--- config.mk ---
export PLATFORM = sky130hd
export DESIGN_NAME = led_blink_coder_flat
export DESIGN_NICKNAME = d
export VERILOG_FILES = /design/src/rtl/led_blink_pkg.sv /design/src/rtl/led_blink_coder_if.sv /design/src/rtl/tick_prescaler.sv /design/src/rtl/led_blink_coder.sv /design/src/flat_wrapper.sv
export SDC_FILE = /design/constraint.sdc
export NUM_CORES = 1
export LEC_CHECK = 0
export ABC_AREA = 1
export BUFFER_PORTS_ARGS = -buffer_cell sky130_fd_sc_hd__buf_2
export CAP_MARGIN = 10
export CELL_PAD_IN_SITES_DETAIL_PLACEMENT = 1
export CELL_PAD_IN_SITES_GLOBAL_PLACEMENT = 1
export CORE_MARGIN = 2
export CORE_UTILIZATION = 41
export CTS_CLUSTER_DIAMETER = 80
export CTS_CLUSTER_SIZE = 12
export DETAILED_ROUTE_END_ITERATION = 8
export PLACE_DENSITY = 0.85
export SLEW_MARGIN = 0
export SYNTH_ARGS = -nofsm -noshare
export SYNTH_HDL_FRONTEND = slang
export SYNTH_SLANG_ARGS = --single-unit
export TNS_END_PERCENT = 5
--- constraint.sdc ---
create_clock -name CLK -period 2.25 [get_ports CLK]
set_clock_uncertainty 0.05 [all_clocks]
set_input_delay 0 -clock CLK [delete_from_list [all_inputs] [get_ports CLK]]
set_output_delay 0 -clock CLK [all_outputs]
set_load 0.01 [all_outputs]
--- src/rtl/led_blink_pkg.sv ---
// -----------------------------------------------------------------------------
// led_blink_pkg
// Shared types and helpers for the status-LED blink-code sequencer.
//   blink_state_t : sequencer states (IDLE, PRE_GAP, ON, OFF, LONG, POST_GAP)
//   ticks_w       : width of the per-phase tick counter. Every *_TICKS
//                   parameter of led_blink_coder must fit in this width.
//   div_w()       : width of a prescaler counting 0..DIV-1
// -----------------------------------------------------------------------------
package led_blink_pkg;

    typedef enum logic [2:0] {
        IDLE,
        PRE_GAP,
        ON,
        OFF,
        LONG,
        POST_GAP
    } blink_state_t;

    // Large enough for any practical tick count (up to 65535 ticks per phase).
    localparam int ticks_w = 16;

    // $clog2(DIV), kept at least 1 so a counter declared with it is never empty.
    function automatic int div_w(input int div);
        return (div < 2) ? 1 : $clog2(div);
    endfunction

endpackage

--- src/rtl/led_blink_coder_if.sv ---
// -----------------------------------------------------------------------------
// led_blink_coder_if
// Status-code handshake between the CPU core (master) and the blink-code
// sequencer (slave).
//   code_valid : master offers a code
//   code       : 4-bit blink count, 0..15
//   code_ready : slave can accept a code
//   busy       : a code is being rendered
//   done       : one-cycle pulse when rendering completes
// -----------------------------------------------------------------------------
interface led_blink_coder_if;

    logic       code_valid;
    logic [3:0] code;
    logic       code_ready;
    logic       busy;
    logic       done;

    modport master (
        output code_valid,
        output code,
        input  code_ready,
        input  busy,
        input  done
    );

    modport slave (
        input  code_valid,
        input  code,
        output code_ready,
        output busy,
        output done
    );

endinterface

--- src/rtl/tick_prescaler.sv ---
// -----------------------------------------------------------------------------
// tick_prescaler
// Free-running divider counting 0..DIV-1; tick is high for the one cycle in
// which the count sits at DIV-1, so consecutive ticks are DIV clocks apart.
//   clk   : system clock
//   rst_n : asynchronous active-low reset
//   clear : synchronous restart of the count at 0
//   tick  : one-cycle pulse each time the count wraps
// -----------------------------------------------------------------------------
module tick_prescaler
    import led_blink_pkg::*;
#(
    parameter int DIV = 10
) (
    input  logic clk,
    input  logic rst_n,
    input  logic clear,
    output logic tick
);

    localparam int W = div_w(DIV);

    logic [W-1:0] cnt_q;
    logic [W-1:0] cnt_d;

    assign tick = (cnt_q == W'(DIV - 1));

    always_comb begin
        cnt_d = cnt_q + W'(1);
        if (clear || tick) begin
            cnt_d = '0;
        end
    end

    always_ff @(posedge clk or negedge rst_n) begin
        if (!rst_n) begin
            cnt_q <= '0;
        end else begin
            cnt_q <= cnt_d;
        end
    end

endmodule

--- src/rtl/led_blink_coder.sv ---
// -----------------------------------------------------------------------------
// led_blink_coder
// Renders a 4-bit status code on the user LED as a blink code:
//   gap, then N short blinks (or one long blink for code 0), then gap.
// While idle the LED holds IDLE_LEVEL.
//   CLK   : system clock
//   RST_N : asynchronous active-low reset
//   bus   : code handshake (code_valid/code in, code_ready/busy/done out)
//   led   : drives the LED pin
// All outputs are registered.
// -----------------------------------------------------------------------------
module led_blink_coder
    import led_blink_pkg::*;
#(
    parameter int CLK_HZ     = 16_000_000,
    parameter int TICK_HZ    = 100,
    parameter int ON_TICKS   = 20,
    parameter int OFF_TICKS  = 30,
    parameter int GAP_TICKS  = 100,
    parameter int LONG_TICKS = 60,
    parameter bit IDLE_LEVEL = 1'b1
) (
    input  logic               CLK,
    input  logic               RST_N,
    led_blink_coder_if.slave   bus,
    output logic               led
);

    localparam int DIV = CLK_HZ / TICK_HZ;

    blink_state_t        state_q, state_d;
    logic [3:0]          rem_q, rem_d;
    logic [ticks_w-1:0]  phase_q, phase_d;
    logic                code_ready_q, code_ready_d;
    logic                busy_q, busy_d;
    logic                done_q, done_d;
    logic                led_q, led_d;

    logic                tick;
    logic                accept;
    logic                phase_end;
    logic [ticks_w-1:0]  phase_len;

    // code_ready_q is only ever high in IDLE, so this alone qualifies an accept.
    assign accept = bus.code_valid && code_ready_q;

    // Restarting the prescaler on accept aligns the first tick DIV clocks after
    // the accept edge; on a phase end it has just wrapped anyway.
    tick_prescaler #(
        .DIV (DIV)
    ) u_prescaler (
        .clk   (CLK),
        .rst_n (RST_N),
        .clear (accept || phase_end),
        .tick  (tick)
    );

    always_comb begin
        phase_len = '0;
        case (state_q)
            PRE_GAP,
            POST_GAP: phase_len = ticks_w'(GAP_TICKS);
            ON:       phase_len = ticks_w'(ON_TICKS);
            OFF:      phase_len = ticks_w'(OFF_TICKS);
            LONG:     phase_len = ticks_w'(LONG_TICKS);
            default:  phase_len = '0;
        endcase
    end

    // The final tick of a phase is the one that finds the counter at len-1,
    // so the state changes exactly len*DIV clocks after the phase started.
    assign phase_end = (state_q != IDLE) && tick &&
                       (phase_q == phase_len - ticks_w'(1));

    always_comb begin
        state_d = state_q;
        rem_d   = rem_q;
        phase_d = phase_q;
        done_d  = 1'b0;

        if (tick) begin
            phase_d = phase_q + ticks_w'(1);
        end

        case (state_q)
            IDLE: begin
                if (accept) begin
                    state_d = PRE_GAP;
                    rem_d   = bus.code;
                end
            end
            PRE_GAP: begin
                if (phase_end) begin
                    state_d = (rem_q == 4'd0) ? LONG : ON;
                end
            end
            ON: begin
                // rem_q >= 1 here: code 0 never reaches ON.
                if (phase_end) begin
                    rem_d   = rem_q - 4'd1;
                    state_d = (rem_q > 4'd1) ? OFF : POST_GAP;
                end
            end
            OFF: begin
                if (phase_end) begin
                    state_d = ON;
                end
            end
            LONG: begin
                if (phase_end) begin
                    state_d = POST_GAP;
                end
            end
            POST_GAP: begin
                if (phase_end) begin
                    state_d = IDLE;
                    done_d  = 1'b1;
                end
            end
            default: begin
                state_d = IDLE;
            end
        endcase

        if ((state_d != state_q) || (state_q == IDLE)) begin
            phase_d = '0;
        end

        // Outputs are registered from the next state so they change on the
        // same edge as the state itself.
        code_ready_d = (state_d == IDLE);
        busy_d       = (state_d != IDLE);
        case (state_d)
            IDLE:     led_d = IDLE_LEVEL;
            ON, LONG: led_d = 1'b1;
            default:  led_d = 1'b0;
        endcase
    end

    always_ff @(posedge CLK or negedge RST_N) begin
        if (!RST_N) begin
            state_q      <= IDLE;
            rem_q        <= '0;
            phase_q      <= '0;
            code_ready_q <= 1'b0;
            busy_q       <= 1'b0;
            done_q       <= 1'b0;
            led_q        <= 1'b0;
        end else begin
            state_q      <= state_d;
            rem_q        <= rem_d;
            phase_q      <= phase_d;
            code_ready_q <= code_ready_d;
            busy_q       <= busy_d;
            done_q       <= done_d;
            led_q        <= led_d;
        end
    end

    assign bus.code_ready = code_ready_q;
    assign bus.busy       = busy_q;
    assign bus.done       = done_q;
    assign led            = led_q;

endmodule

--- src/flat_wrapper.sv ---
// flat-port wrapper written by rule: the top's interface ports become plain ports
module led_blink_coder_flat import led_blink_pkg::*;
#(
    parameter int CLK_HZ     = 16_000_000,
    parameter int TICK_HZ    = 100,
    parameter int ON_TICKS   = 20,
    parameter int OFF_TICKS  = 30,
    parameter int GAP_TICKS  = 100,
    parameter int LONG_TICKS = 60,
    parameter bit IDLE_LEVEL = 1'b1
)
  (CLK, RST_N, led, bus_code_valid, bus_code, bus_code_ready, bus_busy, bus_done);
  led_blink_coder_if bus_i ();
  input  logic CLK;
  input  logic RST_N;
  output logic led;
  input wire logic [$bits(bus_i.code_valid)-1:0] bus_code_valid;
  input wire logic [$bits(bus_i.code)-1:0] bus_code;
  output wire logic [$bits(bus_i.code_ready)-1:0] bus_code_ready;
  output wire logic [$bits(bus_i.busy)-1:0] bus_busy;
  output wire logic [$bits(bus_i.done)-1:0] bus_done;
  assign bus_i.code_valid = bus_code_valid;
  assign bus_i.code = bus_code;
  assign bus_code_ready = bus_i.code_ready;
  assign bus_busy = bus_i.busy;
  assign bus_done = bus_i.done;
  led_blink_coder #(.CLK_HZ(CLK_HZ), .TICK_HZ(TICK_HZ), .ON_TICKS(ON_TICKS), .OFF_TICKS(OFF_TICKS), .GAP_TICKS(GAP_TICKS), .LONG_TICKS(LONG_TICKS), .IDLE_LEVEL(IDLE_LEVEL)) u_core (.CLK(CLK), .RST_N(RST_N), .bus(bus_i), .led(led));
endmodule
### Yosys cells after proc, flatten, opt, wreduce, memory -nomap -nowiden

Index checks and enable logic that the tools add are counted.

| word-level totals | value |
|---|---|
| register bits after elaboration | 45 |
| output and inout port bits | 4 |

| operators by class | value |
|---|---|
| add/sub/neg operators | 4 |
| order comparisons | 1 |
| equality and inequality tests | 12 |
| multiplexer cells | 19 |
| reductions and logical operators | 16 |

Operators by type and width:

| cell | number |
|---|---|
| 16-bit 2-to-1 mux | 2 |
| 7-bit one-hot mux with 4 select lines | 1 |
| 3-bit 2-to-1 mux | 8 |
| 18-bit by 1-bit adder with 18-bit output, second input constant | 1 |
| 18-bit == test, second input constant | 1 |
| 18-bit 2-to-1 mux | 1 |
| 3-bit one-hot mux with 6 select lines | 1 |
| 16-bit by 1-bit adder with 16-bit output, second input constant | 1 |
| 16-bit == test | 1 |
| 3-bit by 2-bit == test with 1-bit output, second input constant | 3 |
| 3-bit == test, second input constant | 3 |
| 4-bit 2-to-1 mux | 2 |
| 4-bit one-hot mux with 2 select lines | 1 |
| 7-bit by 1-bit subtractor with 8-bit output, second input constant | 1 |
| 3-bit logical NOT | 2 |
| 3-bit nonzero test | 2 |
| 4-bit by 1-bit greater-than comparator with 1-bit output, second input constant | 1 |
| 4-bit logical NOT | 1 |
| 2-bit by 1-bit != test with 1-bit output, second input constant | 2 |
| 2-bit nonzero test | 2 |
| 4-bit by 1-bit subtractor with 4-bit output, second input constant | 1 |
| 3-bit by 1-bit == test with 1-bit output, second input constant | 1 |
| 1-bit logical AND | 3 |
| 1-bit logical OR | 3 |
| other kinds (5) | 7 |

### Depth between registers and ports, before layout

| depth | value |
|---|---|
| depth after elaboration | 11 |
| gate-level depth with buffers | 19 |
| depth with buffers taken out | 18 |

### By module

Synthesis repeated with hierarchy kept, for this count alone.

| unflattened totals | value |
|---|---|
| cells, all modules | 385 |
| area total of the unflattened synthesis | 2845.2 um^2 |

By module, submodules not included:

| module | times used | cells an instance | area each (um^2) |
|---|---|---|---|
| led_blink_coder | 1 | 247 | 1821.7 |
| tick_prescaler | 1 | 138 | 1023.5 |

### Worst setup path before layout

OpenSTA, ideal clock, no wires.

| timing | value |
|---|---|
| path kind | register -> register |
| start | register u_core.u_prescaler.cnt_q[0] |
| end | register u_core.phase_q[5] |
| library setup time | 0.119 ns |
| arrival | 1.943 ns |
| data required time | 2.081 ns |
| slack | 0.139 ns |
| cell stages (with the launch flop) | 16 |
| period minus slack after synthesis | 2.111 ns |
| cell sequence | dfrtp_1 ha_1 nand2_1 nor2_1 nand2_2 nor2_4 nand3_2 nor2_4 nand3b_1 nand2_1 nand2_1 o21ai_1 nor2_4 buf_6 nand4_1 nand2_1 |

| between the ends | value |
|---|---|
| word-level cells in the longest chain between the ends | 8 |
| elaborated cells on any way between the ends | 13 |

Ends and longest elaborated chain:

| item | RTL line | text |
|---|---|---|
| from (decl) | tick_prescaler.sv:23 | `logic [W-1:0] cnt_q;` |
| from (signal assigned) | tick_prescaler.sv:39 | `cnt_q <= cnt_d;` |
| 18-bit == test (*) | tick_prescaler.sv:26 | `assign tick = (cnt_q == W'(DIV - 1));` |
| 1-bit logical AND (2 in series) | led_blink_coder.sv:72 | `assign phase_end = (state_q != IDLE) && tick &&` |
| 3-bit 2-to-1 mux (on tied branches) | -- |  |
| 3-bit one-hot mux with 6 select lines | led_blink_coder.sv:85 | `case (state_q)` |
| 3-bit != test | led_blink_coder.sv:125 | `if ((state_d != state_q) \|\| (state_q == IDLE)) begin` |
| 1-bit logical OR | led_blink_coder.sv:125 |  |
| 16-bit 2-to-1 mux / 2-bit nonzero test (equally long branches) | -- |  |
| to (signal assigned) | led_blink_coder.sv:152 | `phase_q <= phase_d;` |
| to (decl) | led_blink_coder.sv:33 | `logic [ticks_w-1:0] phase_q, phase_d;` |

Every way passes the cells marked *; elsewhere a longest branch is shown, timed or not.
A chain may end at the register's enable or synchronous reset.

### Worst setup path after layout

| timing | value |
|---|---|
| start | register u_core.state_q[2] |
| end | register u_core.phase_q[8] |

| between the ends | value |
|---|---|
| word-level cells in the longest chain between the ends | 11 |
| elaborated cells on any way between the ends | 24 |

Ends and longest elaborated chain:

| item | RTL line | text |
|---|---|---|
| from (decl) | led_blink_coder.sv:31 | `blink_state_t state_q, state_d;` |
| from (signal assigned) | led_blink_coder.sv:150 | `state_q <= state_d;` |
| 3-bit by 1-bit == test with 1-bit output / 3-bit == test (equally long branches) | led_blink_coder.sv:60, led_blink_coder.sv:85 |  |
| 2-bit OR reduction | led_blink_coder.sv:60 | `case (state_q)` |
| 7-bit one-hot mux with 4 select lines | led_blink_coder.sv:60 |  |
| 7-bit by 1-bit subtractor with 8-bit output | led_blink_coder.sv:73 | `(phase_q == phase_len - ticks_w'(1));` |
| 16-bit == test | led_blink_coder.sv:73 |  |
| 1-bit logical AND | led_blink_coder.sv:72 |  |
| 3-bit 2-to-1 mux (on tied branches) | -- |  |
| 3-bit one-hot mux with 6 select lines | led_blink_coder.sv:85 |  |
| 3-bit != test | led_blink_coder.sv:125 |  |
| 1-bit logical OR (*) | led_blink_coder.sv:125 |  |
| 16-bit 2-to-1 mux / 2-bit nonzero test (equally long branches) | -- |  |

Marked as above.

==> results.tsv <==
stage	metric	value	unit
run_status	outcome	finished with violations	
run_status	violations	setup timing	
synthesis	syn_nets	375	
clocking	cts_tree	built	
synthesis	synth_top_area_share	0.4102	
grt	grt_pass1_vias	2791	
critical_path	worstPathRequired	2450	ps
route	wl_per_cell	16.94	um
clocking	clkSinkCount	45	
synthesis	muxShareOfSynthArea	0	
synthesis	synthSimpleGateAreaFrac	0.3665	
pwr	intPower	1427	uW
critical_path	crit_path_end_kind	register	
synthesis	synth_xor_area_frac	0.05424	
placed_design	hpwlAfterDp	5384	um
cells_and_area	diodes	0	
grt	grt_max_degree	46	
route	drc	0	
pwr	peakVddDrop	453.0	uV
clocking	cts-root-buf	clkbuf_8	
synthesis	yosys.cell_count.top_type	nand2_1	
pwr	p_leak	0.001668	uW
timing	finalCriticalPeriod	2419	ps
clocking	clk_pin_slew_worst_paths	90	ps
timing	maxSlewViolCount	0	
placed_design	io_buffers	10	
route	vias_per_cell	5.471	
route	final_antenna_net_count	0	
route	drt_iter0_drc	120	
critical_path	rr_worst_depth	17	
timing	setup_viol	18	
clocking	cts_buffers	5	
synthesis	synth-warning-count	0	
synthesis	synthFlopType	dfrtp_1	
synthesis	yosys-top-cells-area	dfrtp_1 (41%), nand2_1 (9.7%), nor2_1 (6.3%), nand4_1 (5.7%), inv_1 (5.1%)	
pwr	clkPwrFrac	0.233	
synthesis	ys_ff_latch	45	
critical_path	crit_path_max_fanout	8	
synthesis	synth_edf_count	0	
cells_and_area	final_cells	490	
floorplan	die_x	85.83	um
pwr	p_switching	785.1	uW
grt	grt_pass1_wl	13160	um
floorplan	fp-row-count	29	
route	wl	8300	um
synthesis	synth_top_family_by_area	simple AND/OR/NAND/NOR gates	
pwr	pwr-share-comb	0.317	
floorplan	start_util	0.4274	
synthesis	async_flop_share	1.000	
timing	worst-slew-pin-transition	576.4	ps
floorplan	die-area	7366	sq um
timing	timing.slew.headroom	0.6157	
timing	layout_worst_path_cycle_share	1.075	
timing	layout_setup_ws	-169.5	ps
critical_path	startpoint_type	register	
synthesis	yosys.area.top_type	dfrtp_1	
critical_path	rrSetupSlack	-170	ps
synthesis	synthCells	363	
grt	antenna_found_initial	0	
synthesis	synth_area	2745	sq um
cells_and_area	syn2layout_area_growth	24.25	%
floorplan	num_io_pins	11	
synthesis	synthTopCellsByCount	nand2_1 (71), nor2_1 (46), dfrtp_1 (45), inv_1 (37), nand4_1 (25)	
route	num_vias	2681	
clocking	h-tree-depth	2	
route	first_pass_iters	6	
timing	hold_viol_final	0	
pwr	total_power	2212	uW
floorplan	die_h	85.83	um
clocking	insertion_delay	310	ps
pwr	powerDensity	648.4	nW/um^2
pwr	p_seq_frac	0.449	
critical_path	worst_ep_arrival_time	2620	ps
hold_path	whs_path_depth	4	
pwr	swShare	0.3550	
synthesis	synth_cell_type_count	31	
timing	rsz0062_at_grt	true	
synthesis	syn_area_per_cell	7.562	sq um
cells_and_area	nNetsFinal	424	
timing	fmaxAchievable	413.3	MHz
critical_path	path_class	register to register	
floorplan	core-area	6422	sq um
cells_and_area	drive_gt1_frac	0.2615	
synthesis	synth-compound-area-share	0.06153	
placed_design	gp_congestion	0.9186	
job	maxCapViolations	0	
grt	grt_usage	0.2247	
hold_path	holdCritPathClass	input pin to register	
grt	overflow	0	
synthesis	yosysSeqAreaShare	0.4102	
placed_design	dp_cells	466	
clocking	clockBufferDepth	2	
synthesis	synthAdderAreaFrac	0.02279	
[cells by family after synthesis]
| group | Yosys count |
|---|---|
| compound gates | 31 |
| buf+inv | 56 |
| simple gates | 209 |
| flops | 45 |
| xor+xnor | 17 |
| fa+ha+maj | 5 |
[metal layers]
metal | vias to the layer above | GRT usage | routed length [um]
li1 | 1287 | - | -
met1 | 1339 | 0.2835 | 3520
met2 | 41 | 0.3942 | 4451
met3 | 14 | 0.03080 | 173
met4 | 0 | 0.07792 | 155
met5 | - | 0 | 0
[metrics by stage]
stage | utilization | area [sq um] | hold slack, ps | setup WS, ps | setup TNS [ps]
global route | 0.5311 | 3411 | 48.21 | -334.6 | -5938
global placement | 0.4732 | 3039 | 74.01 | -70.76 | -70.76
CTS | 0.4993 | 3207 | 22.89 | -15.14 | -59.31
detailed placement | 0.4732 | 3039 | 81.73 | -97.14 | -312.8
finish | 0.5311 | 3411 | 23.17 | -169.5 | -1997
floorplan | - | 2745 | -345.6 | 138.6 | 0
[power by group through the flow]
stage / Clock [uW] / Combinational [uW] / Sequential [uW]
floorplan: 0 / 388 / 990
global placement: 0 / 526 / 1000
detailed placement: 0 / 571 / 1010
CTS: 530 / 586 / 992
global route: 569 / 788 / 1010
finish: 516 / 702 / 994
[timing repair]
item	4_1_cts	5_1_grt
setup endpoints to repair	15	35
pin swaps	1	12
buffers inserted	1	9
gates cloned	0	1
hold endpoints to repair	49	0
hold buffers	5	0
gates resized for setup	7	33
[cell type report]
type                       instances  area (sq um)
tap                               77         96.34
sequential                        45          1134
multi-input combinational        262          1506
inverter                          46         175.2
fill                             784          3012
clock inverter                     2         15.01
timing repair buffer              52         411.6
clock buffer                       6         72.57
[worst max-delay path, cell delays in order, from the launching register on]
cell,delay [ps]
dfrtp_2,460
inv_2,100
nand2_4,80
nor2_2,140
inv_2,70
nand2_1,90
nand2_1,60
nand3_1,140
nor2_4,70
buf_4,130
nand3b_1,100
nand2_1,100
nand2_1,110
o21ai_2,70
nor2_4,220
clkbuf_16,200
nand4_1,80
nand2_1,80
[final timing paths]
check,to,startpoint
hold / removal,u_core.u_prescaler.cnt_q[6],bus_code_valid
max in group asynchronous,u_core.phase_q[10],RST_N
min in group asynchronous,u_core.u_prescaler.cnt_q[16],RST_N
setup / recovery,u_core.phase_q[8],u_core.state_q[2]
setup reg to reg,u_core.phase_q[8],u_core.state_q[2]
hold reg to reg,u_core.u_prescaler.cnt_q[16],u_core.u_prescaler.cnt_q[16]
[state kept, by name, indices dropped and copies added, names as in the netlist]
register                  cells
u_core.u_prescaler.cnt_q     18
u_core.phase_q               16
u_core.rem_q                  4
u_core.state_q                3
u_core.bus.busy               1
u_core.bus.code_ready         1
u_core.bus.done               1
u_core.led                    1
[cell usage in the layout (no fill, tap or decap), types with 7 or more instances in the layout]
cell type,instances
a21oi_1,12
buf_2,10
buf_4,34
dfrtp_1,39
inv_1,35
inv_2,8
nand2_1,66
nand2_2,9
nand3_1,19
nand4_1,25
nor2_1,40
nor3_1,12
o21ai_0,7
xor2_1,14
Note: power is estimated with default switching activity, not from simulation.
